`config.mk`:
```
export PLATFORM = sky130hd
export DESIGN_NAME = spi_minion_stream
export DESIGN_NICKNAME = d
export VERILOG_FILES = /design/src/rtl/spi_minion_stream.sv
export SDC_FILE = /design/constraint.sdc
export NUM_CORES = 1
export LEC_CHECK = 0
export CAP_MARGIN = 40
export CORE_MARGIN = 1
export CORE_UTILIZATION = 57
export DETAILED_ROUTE_END_ITERATION = 10
export PLACE_DENSITY = 0.8
export SYNTH_ARGS = -nofsm -noshare
export SYNTH_HDL_FRONTEND = slang
export SYNTH_SLANG_ARGS = --single-unit
```
`constraint.sdc`:
```
create_clock -name clk -period 2.75 [get_ports clk]
set_input_delay 0.55 -clock clk [delete_from_list [all_inputs] [get_ports clk]]
set_output_delay 0.55 -clock clk [all_outputs]
set_load 0.02 [all_outputs]
```
`src/rtl/spi_minion_stream.sv`:
```
// SPI minion bridging an external host to val/rdy streams, with runtime CPOL/CPHA and a receive FIFO.
// Optional parity of accepted words is enabled by defining SPI_MINION_PARITY_EN.
module spi_minion_stream #(
    parameter int NBITS = 32,
    parameter int DEPTH = 4
) (
    input  logic             clk,
    input  logic             reset,
    input  logic             cs,
    input  logic             sclk,
    input  logic             mosi,
    output logic             miso,
    output logic             miso_oe,
    input  logic             cpol,
    input  logic             cpha,
    output logic [NBITS-1:0] recv_msg,
    output logic             recv_val,
    input  logic             recv_rdy,
    input  logic [NBITS-1:0] send_msg,
    input  logic             send_val,
    output logic             send_rdy,
    output logic             overflow,
    output logic             underflow,
    output logic             frame_err,
    input  logic             clr_status,
    output logic             parity
);
    localparam int AW = $clog2(DEPTH);
    localparam int CW = $clog2(NBITS + 2);
    localparam logic [CW-1:0] CNT_FULL = CW'(NBITS);
    localparam logic [CW-1:0] CNT_SAT  = CW'(NBITS + 1);
    localparam logic [0:0] IDLE   = 1'b0;
    localparam logic [0:0] ACTIVE = 1'b1;

    logic [1:0] cs_sync, sclk_sync, mosi_sync;
    logic       cs_prev, sclk_prev;

    logic [0:0]       state;
    logic             cpol_q, cpha_q, lead_seen;
    logic [CW-1:0]    bit_cnt;
    logic [NBITS-1:0] shift_in, shift_out;

    logic [NBITS-1:0] mem [DEPTH];
    logic [AW:0]      wr_ptr, rd_ptr;

    // cs synchronises to 0 so a cs already low when reset releases is not seen as a new frame start.
    always_ff @(posedge clk or negedge reset) begin
        if (!reset) begin
            cs_sync   <= '0;
            sclk_sync <= '0;
            mosi_sync <= '0;
            cs_prev   <= 1'b0;
            sclk_prev <= 1'b0;
        end else begin
            // NOTE: non-blocking assignments make each flop sample the previous stage's old value.
            cs_sync   <= {cs_sync[0], cs};
            sclk_sync <= {sclk_sync[0], sclk};
            mosi_sync <= {mosi_sync[0], mosi};
            cs_prev   <= cs_sync[1];
            sclk_prev <= sclk_sync[1];
        end
    end

    logic cs_fall, cs_rise, lead, trail, sample_en, shift_en;
    logic frame_end, word_ok, full, pop, push;

    assign cs_fall   = cs_prev & ~cs_sync[1];
    assign cs_rise   = ~cs_prev & cs_sync[1];
    assign lead      = (state == ACTIVE) && (sclk_sync[1] != cpol_q) && (sclk_prev == cpol_q);
    assign trail     = (state == ACTIVE) && (sclk_sync[1] == cpol_q) && (sclk_prev != cpol_q);
    assign sample_en = cpha_q ? trail : lead;
    assign shift_en  = cpha_q ? (lead && lead_seen) : trail;

    assign send_rdy  = (state == IDLE) && cs_fall;
    assign frame_end = (state == ACTIVE) && cs_rise;
    assign word_ok   = frame_end && (bit_cnt == CNT_FULL);

    assign full      = (wr_ptr ^ rd_ptr) == {1'b1, {AW{1'b0}}};
    assign recv_val  = (wr_ptr != rd_ptr);
    assign pop       = recv_val & recv_rdy;
    assign push      = word_ok & (~full | pop);
    assign recv_msg  = mem[rd_ptr[AW-1:0]];

    assign miso_oe   = (state == ACTIVE);
    assign miso      = (state == ACTIVE) & shift_out[NBITS-1];

    always_ff @(posedge clk or negedge reset) begin
        if (!reset) begin
            state     <= IDLE;
            cpol_q    <= 1'b0;
            cpha_q    <= 1'b0;
            lead_seen <= 1'b0;
            bit_cnt   <= '0;
            shift_in  <= '0;
            shift_out <= '0;
        end else begin
            case (state)
                IDLE: begin
                    if (cs_fall) begin
                        state     <= ACTIVE;
                        cpol_q    <= cpol;
                        cpha_q    <= cpha;
                        lead_seen <= 1'b0;
                        bit_cnt   <= '0;
                        shift_out <= send_val ? send_msg : '0;
                    end
                end
                default: begin
                    if (cs_rise) begin
                        state <= IDLE;
                    end else begin
                        if (lead) lead_seen <= 1'b1;
                        // Bits past NBITS only advance the saturating counter; the frame is discarded anyway.
                        if (sample_en && bit_cnt != CNT_SAT) begin
                            bit_cnt <= bit_cnt + CW'(1);
                            if (bit_cnt < CNT_FULL) shift_in <= {shift_in[NBITS-2:0], mosi_sync[1]};
                        end
                        if (shift_en) shift_out <= {shift_out[NBITS-2:0], 1'b0};
                    end
                end
            endcase
        end
    end

    always_ff @(posedge clk or negedge reset) begin
        if (!reset) begin
            wr_ptr <= '0;
            rd_ptr <= '0;
        end else begin
            if (push) wr_ptr <= wr_ptr + 1'b1;
            if (pop)  rd_ptr <= rd_ptr + 1'b1;
        end
    end

    // NOTE: storage is not reset; the pointers alone define which entries are valid.
    always_ff @(posedge clk) begin
        if (push) mem[wr_ptr[AW-1:0]] <= shift_in;
    end

    // Set has priority over clear so an error in the clearing cycle is never lost.
    always_ff @(posedge clk or negedge reset) begin
        if (!reset) begin
            overflow  <= 1'b0;
            underflow <= 1'b0;
            frame_err <= 1'b0;
        end else begin
            if (word_ok && full && !pop)          overflow  <= 1'b1;
            else if (clr_status)                  overflow  <= 1'b0;
            if (send_rdy && !send_val)            underflow <= 1'b1;
            else if (clr_status)                  underflow <= 1'b0;
            if (frame_end && bit_cnt != CNT_FULL) frame_err <= 1'b1;
            else if (clr_status)                  frame_err <= 1'b0;
        end
    end

`ifdef SPI_MINION_PARITY_EN
    logic parity_q;
    always_ff @(posedge clk or negedge reset) begin
        if (!reset)    parity_q <= 1'b0;
        else if (push) parity_q <= ^shift_in;
    end
    assign parity = parity_q;
`else
    assign parity = 1'b0;
`endif

endmodule

```
# After elaboration in Yosys (flattened, before gate mapping)
# Memory sizes are Yosys's and may differ from the RTL's.
# Index checks and enable logic that the tools add are counted.
dict set report classes {
  n_lt_le_gt_ge 1
  n_bitwise 12
  n_eq_ne 13
  n_reduce_logical 24
  addsub 3
  n_mux 24
}
# operator n
set ops {}
lappend ops {{32-bit 2-to-1 mux} 5}
lappend ops {{6-bit 2-to-1 mux} 4}
lappend ops {{1-bit 2-to-1 mux} 15}
lappend ops {{1-bit logical AND} 13}
lappend ops {{6-bit inequality test, second input constant} 2}
lappend ops {{3-bit AND reduction} 3}
lappend ops {{2-bit nonzero test} 4}
lappend ops {{3-bit by 1-bit adder with 3-bit output, second input constant} 2}
lappend ops {{6-bit by 1-bit adder with 6-bit output, second input constant} 1}
lappend ops {{6-bit == test, second input constant} 1}
lappend ops {{6-bit less-than comparator, second input constant} 1}
lappend ops {{2-bit by 1-bit inequality test with 1-bit output, second input constant} 3}
lappend ops {{1-bit AND} 5}
lappend ops {{1-bit inverter} 5}
lappend ops {{4-bit AND reduction} 1}
lappend ops {{3-bit == test, second input constant} 1}
lappend ops {{3-bit inequality test} 1}
lappend ops {{3-bit bitwise XOR} 1}
lappend ops {{1-bit == test} 2}
lappend ops {{1-bit logical NOT} 2}
lappend ops {{1-bit inequality test} 2}
lappend ops {{2-bit inequality test, second input constant} 1}
lappend ops {{2-bit AND reduction} 1}
lappend ops {{1-bit OR} 1}
dict set report word_totals {
  register_bits 91
  out_inout_bits 40
  in_bits 42
  word_cells 95
  mem_bits_rw 128
  n_memories 1
}
# memory words word_bits read_ports rd_ports_with_merged_regs wr line_no
set mem_list {}
lappend mem_list {mem 4 32 1 0 1 43} ;# logic [NBITS-1:0] mem [DEPTH];

# Logic depth before layout (Yosys ltp)
# Gate-level depths: netlist of run 1.
dict set report logic_depth {
  ltp_word 8
  ltp_mapped 6
  depth_no_buf 6
}

# Least setup slack after synthesis of run 1
# Ideal clock, no wire load.
dict set report synth_path {
  kind {reg2reg}
  from {reg bit_cnt[3]}
  to {mem mem[3][0] (enable)}
  synth_period_minus_slack_ns 2.507
  path_buffers 0
  t_required_ns 2.356
  stages_incl_launch_ff 5
  setup_time_ns 0.394
  arrival_time_ns 2.114
  slack_ns 0.243
  path_cell_list {dfrtp_1 > nor4b_4 > nand4_1 > a31oi_1 > and2_1}
}
dict set report synth_between {
  elab_chain_cells 5
}
# item line_no
set synth_lines {}
lappend synth_lines {{from (decl)} 40} ;# logic [CW-1:0] bit_cnt;
lappend synth_lines {{from (signal assigned)} 115} ;# bit_cnt <= bit_cnt + CW'(1);
lappend synth_lines {{6-bit == test} 76} ;# assign word_ok = frame_end && (bit_cnt == CNT_FULL);
lappend synth_lines {{1-bit logical AND} 76}
lappend synth_lines {{1-bit AND} 81} ;# assign push = word_ok & (~full | pop);
lappend synth_lines {{1-bit 2-to-1 mux} 137} ;# if (push) mem[wr_ptr[AW-1:0]] <= shift_in;
lappend synth_lines {{1-bit 2-to-1 mux (not written as such)} 137}
lappend synth_lines {{to (decl)} 43}
# Every way passes these cells.

# Final worst setup path of run 1
dict set report layout_path {
  from {reg state (netlist: miso_oe)}
  to {out miso}
}
dict set report layout_between {
  elab_chain_cells 1
}
# item line_no
set layout_lines {}
lappend layout_lines {{from (decl)} 38} ;# logic [0:0] state;
lappend layout_lines {{from (signal assigned)} 89} ;# state <= IDLE;
lappend layout_lines {{from (signal assigned)} 100} ;# state <= ACTIVE;
lappend layout_lines {{from (signal assigned)} 110} ;# state <= IDLE;
lappend layout_lines {{1-bit AND} 85} ;# assign miso = (state == ACTIVE) & shift_out[NBITS-1];
lappend layout_lines {{to (decl)} 12} ;# output logic miso,
# Every way passes these cells.

==> results.md, run 1 <==
- FF+latch count, synth: 219
- Worst reg-to-reg path cell count: 5
- Outcome: completed
- IO Port Bufs: 80
- Chip height: 124 um
- Mean Syn Cell Area: 16.9 um^2
- Clock Tree Root: clkbuf_16
- Total Routed Length: 15,000 um
- Latest clock arrival within the worst-skew pair: 0.49 ns
- Seq/Total Area, Yosys: 0.716
- Initial DRC Count: 304
- CP required: 2.20 ns
- Core Area: 14,600 um^2
- Crit path launch type: flop
- Sw Ratio: 0.230
- Critical Path End Type: output pin
- Htree depth: 1
- Clock transition at path regs: 0.06 ns
- Clock skew: 0.0125 ns
- Max-Cap Viols: 0
- Critical Path AT: 2.09 ns
- Maximum vdd ir drop: 0.447 mV
- Synth Cell Area: 8550 um^2
- Post-DRT Antenna Nets: 0
- Total chip power: 7850 uW
- Layout cells sized above 1: 0.195
- R2r endpoint: mem[3][18]$_DFFE_PP_
- Main synth FF type: edfxtp_1
- Worst Setup Path Type: flop to output pin
- Asr flop ratio synth: 0.416
- Max Clk Rate: 0.379 GHz
- Worst setup path end: miso
- Combinational share of power: 0.095
- Slew HR: 0.624
- Multi-input gate area: 2290 um^2
- Final setup fails: 0
- Layout area overhead: 21.8%
- Starting density of the core: 0.586
- DR pass1 iterations: 4
- Critical R2R Launch: bit_cnt[2]$_DFFE_PN0P_
- Vias in the first global route: 4,850
- GRT Total Usage: 0.202
- Worst hold path class: input pin to async pin
- Sequential power share: 0.525
- EDFF count, synth: 128
- Minimum clock period: 2.64 ns
- Cell count after synthesis: 505
- Post-Syn Nets: 555
- Switching power total: 1810 uW
- Nets: 649
- CTS Hold Bufs: 0
- Gr ovfl total: 0
- Final worst path period share: 0.959
- CTS max path bufs: 3
- CTS Buf Count: 22
- Die area: 15,500 um^2
- DRC errors left: 0
- Worst setup path startpoint: miso_oe$_DFF_PN0_
- GP Congestion: 0.785
- Unrepaired setup endpoints after global routing: false
- CTS Sinks: 219
- Pwr Density: 754 nW/um^2
- Clock share of power: 0.380
- R2R setup slack: 0.43 ns
- Diodes inserted: 0
- Worst Tran Pin Value: 0.564 ns
- Final hold viol count: 0
- Wire per inst: 18.8 um
- Leak: 0.00391 uW
- Post-route setup TNS: 0 ns
- Ports: 82
- Worst Path Max Fanout: 44
- Vias per cell: 5.74
- Distinct cells, synth: 40
- Die Wd: 124 um
- Largest net degree at the start of global routing: 65
- CTS tree: done
- FF+latch area: 6120 um^2
- Rows: 44
- First-pass GRT wire length: 24,800 um
- Initial antenna violation count: 0
- Hpwl dp: 9200 um
- Yosys synthesis warning count: 0
- Filler cell count: 916
- Via count: 4,589
- Pint: 6040 uW
- Max-slew violations: 0
[synthesized netlist by cell type, types with 5 or more instances]
cell	count	area share
and2_1	5	0.0037
nand2b_1	5	0.0037
buf_4	5	0.0044
mux4_2	32	0.084
nand3_1	6	0.0035
ha_1	8	0.012
nand2_1	49	0.022
mux2_2	33	0.043
clkbuf_1	17	0.0075
edfxtp_1	128	0.45
a22oi_1	30	0.026
dfrtp_1	91	0.27
nor2_1	5	0.0022
xnor2_1	8	0.0082
o21ai_0	35	0.020
inv_1	9	0.0040
mux2i_1	5	0.0059
[power groups by stage]
| stage | Combinational [uW] | Clock, uW | Sequential [uW] |
|---|---|---|---|
| floorplan | 525 | 0 | 4090 |
| global placement | 700 | 0 | 4140 |
| detailed placement | 744 | 0 | 4180 |
| CTS | 755 | 3040 | 4120 |
| global route | 837 | 3180 | 4160 |
| finish | 747 | 2980 | 4120 |
[kinds of logic (layout without fill, tap and decap cells)]
family	count (synthesis)	count (layout)	synth area share
XOR/XNOR	10	10	0.0102
buffers and inverters	35	145	0.0182
AO/OA/AOI/OAI	80	80	0.0612
multiplexers	72	72	0.138
adder cells (fa/ha/maj)	8	8	0.0117
flip-flops	219	219	0.716
other	1	1	0.000439
AND/OR/NAND/NOR	80	80	0.0445
[worst min-delay path by stage]
| stage | startpoint | to | slack (ns) | depth (start not counted) |
|---|---|---|---|---|
| floorplan | reset | bit_cnt[0]$_DFFE_PN0P_ | 0.25 | 0 |
| global placement | cs_sync[0]$_DFF_PN0_ | cs_sync[1]$_DFF_PN0_ | 0.34 | 0 |
| detailed placement | mosi_sync[0]$_DFF_PN0_ | mosi_sync[1]$_DFF_PN0_ | 0.34 | 0 |
| CTS | reset | shift_out[16]$_DFFE_PN0P_ | 0.07 | 1 |
| global route | reset | shift_out[15]$_DFFE_PN0P_ | 0.09 | 1 |
| finish | reset | shift_out[15]$_DFFE_PN0P_ | 0.06 | 1 |
[state kept, by name, summed over array words and instances (netlist names), 2 cells and up]
| register | count |
|---|---|
| mem | 128 |
| shift_in | 32 |
| shift_out | 32 |
| bit_cnt | 6 |
| rd_ptr | 3 |
| wr_ptr | 3 |
| cs_sync | 2 |
| mosi_sync | 2 |
| sclk_sync | 2 |
[repair_timing]
action	CTS	global route
hold endpoints to repair	0	0
resized for setup	28	6
setup endpoints to repair	32	6
buffers inserted	0	0
[cells in the final DEF, fill, tap and decap left out, types with 9 or more instances in the layout]
cell	count
buf_4	9
edfxtp_1	128
nand2_1	49
dfrtp_1	90
clkbuf_16	23
mux2_2	33
mux4_2	32
a22oi_1	30
o21ai_0	35
dlygate4sd2_1	27
inv_1	9
clkdlybuf4s50_1	47
[per-layer routing]
metal | up-vias | track usage | routed length [um]
met5 | - | 0 | 0
met4 | 0 | 0.0418 | 216
met3 | 16 | 0.0305 | 638
met2 | 108 | 0.361 | 7900
met1 | 2347 | 0.263 | 6260
li1 | 2118 | - | -
[final cells by class]
cell class / instances / area share
inverter: 9 / 0.00325
clock buffer: 32 / 0.0624
clock inverter: 8 / 0.00866
sequential: 219 / 0.588
tap: 184 / 0.0221
timing repair buffer: 96 / 0.0950
multi-input combinational: 251 / 0.220
[metrics by stage]
stage	worst slack, ns	utilization	hold WS, ns	cells	area, um^2
floorplan	0.243	-	0.254	505	8550
global placement	0.390	0.663	0.336	759	9680
detailed placement	0.342	0.663	0.336	759	9680
CTS	0.00344	0.712	0.0661	799	10400
global route	0.0436	0.713	0.0871	799	10400
finish	0.113	0.713	0.0571	799	10400
[worst max-delay path, stage by stage, from the launching register on]
cell             delay (ns)
dfrtp_1                0.56
buf_12                 0.27
and2_1                 0.16
clkdlybuf4s50_1        0.60
(Power assumes the default switching activity.)
==> run 2, diff against run 1 <==
CTS_CLUSTER_SIZE = 14   (was not set)
==> results of run 2 <==
Same layout as run 1: the final DEF is identical, and so are final timing and power.
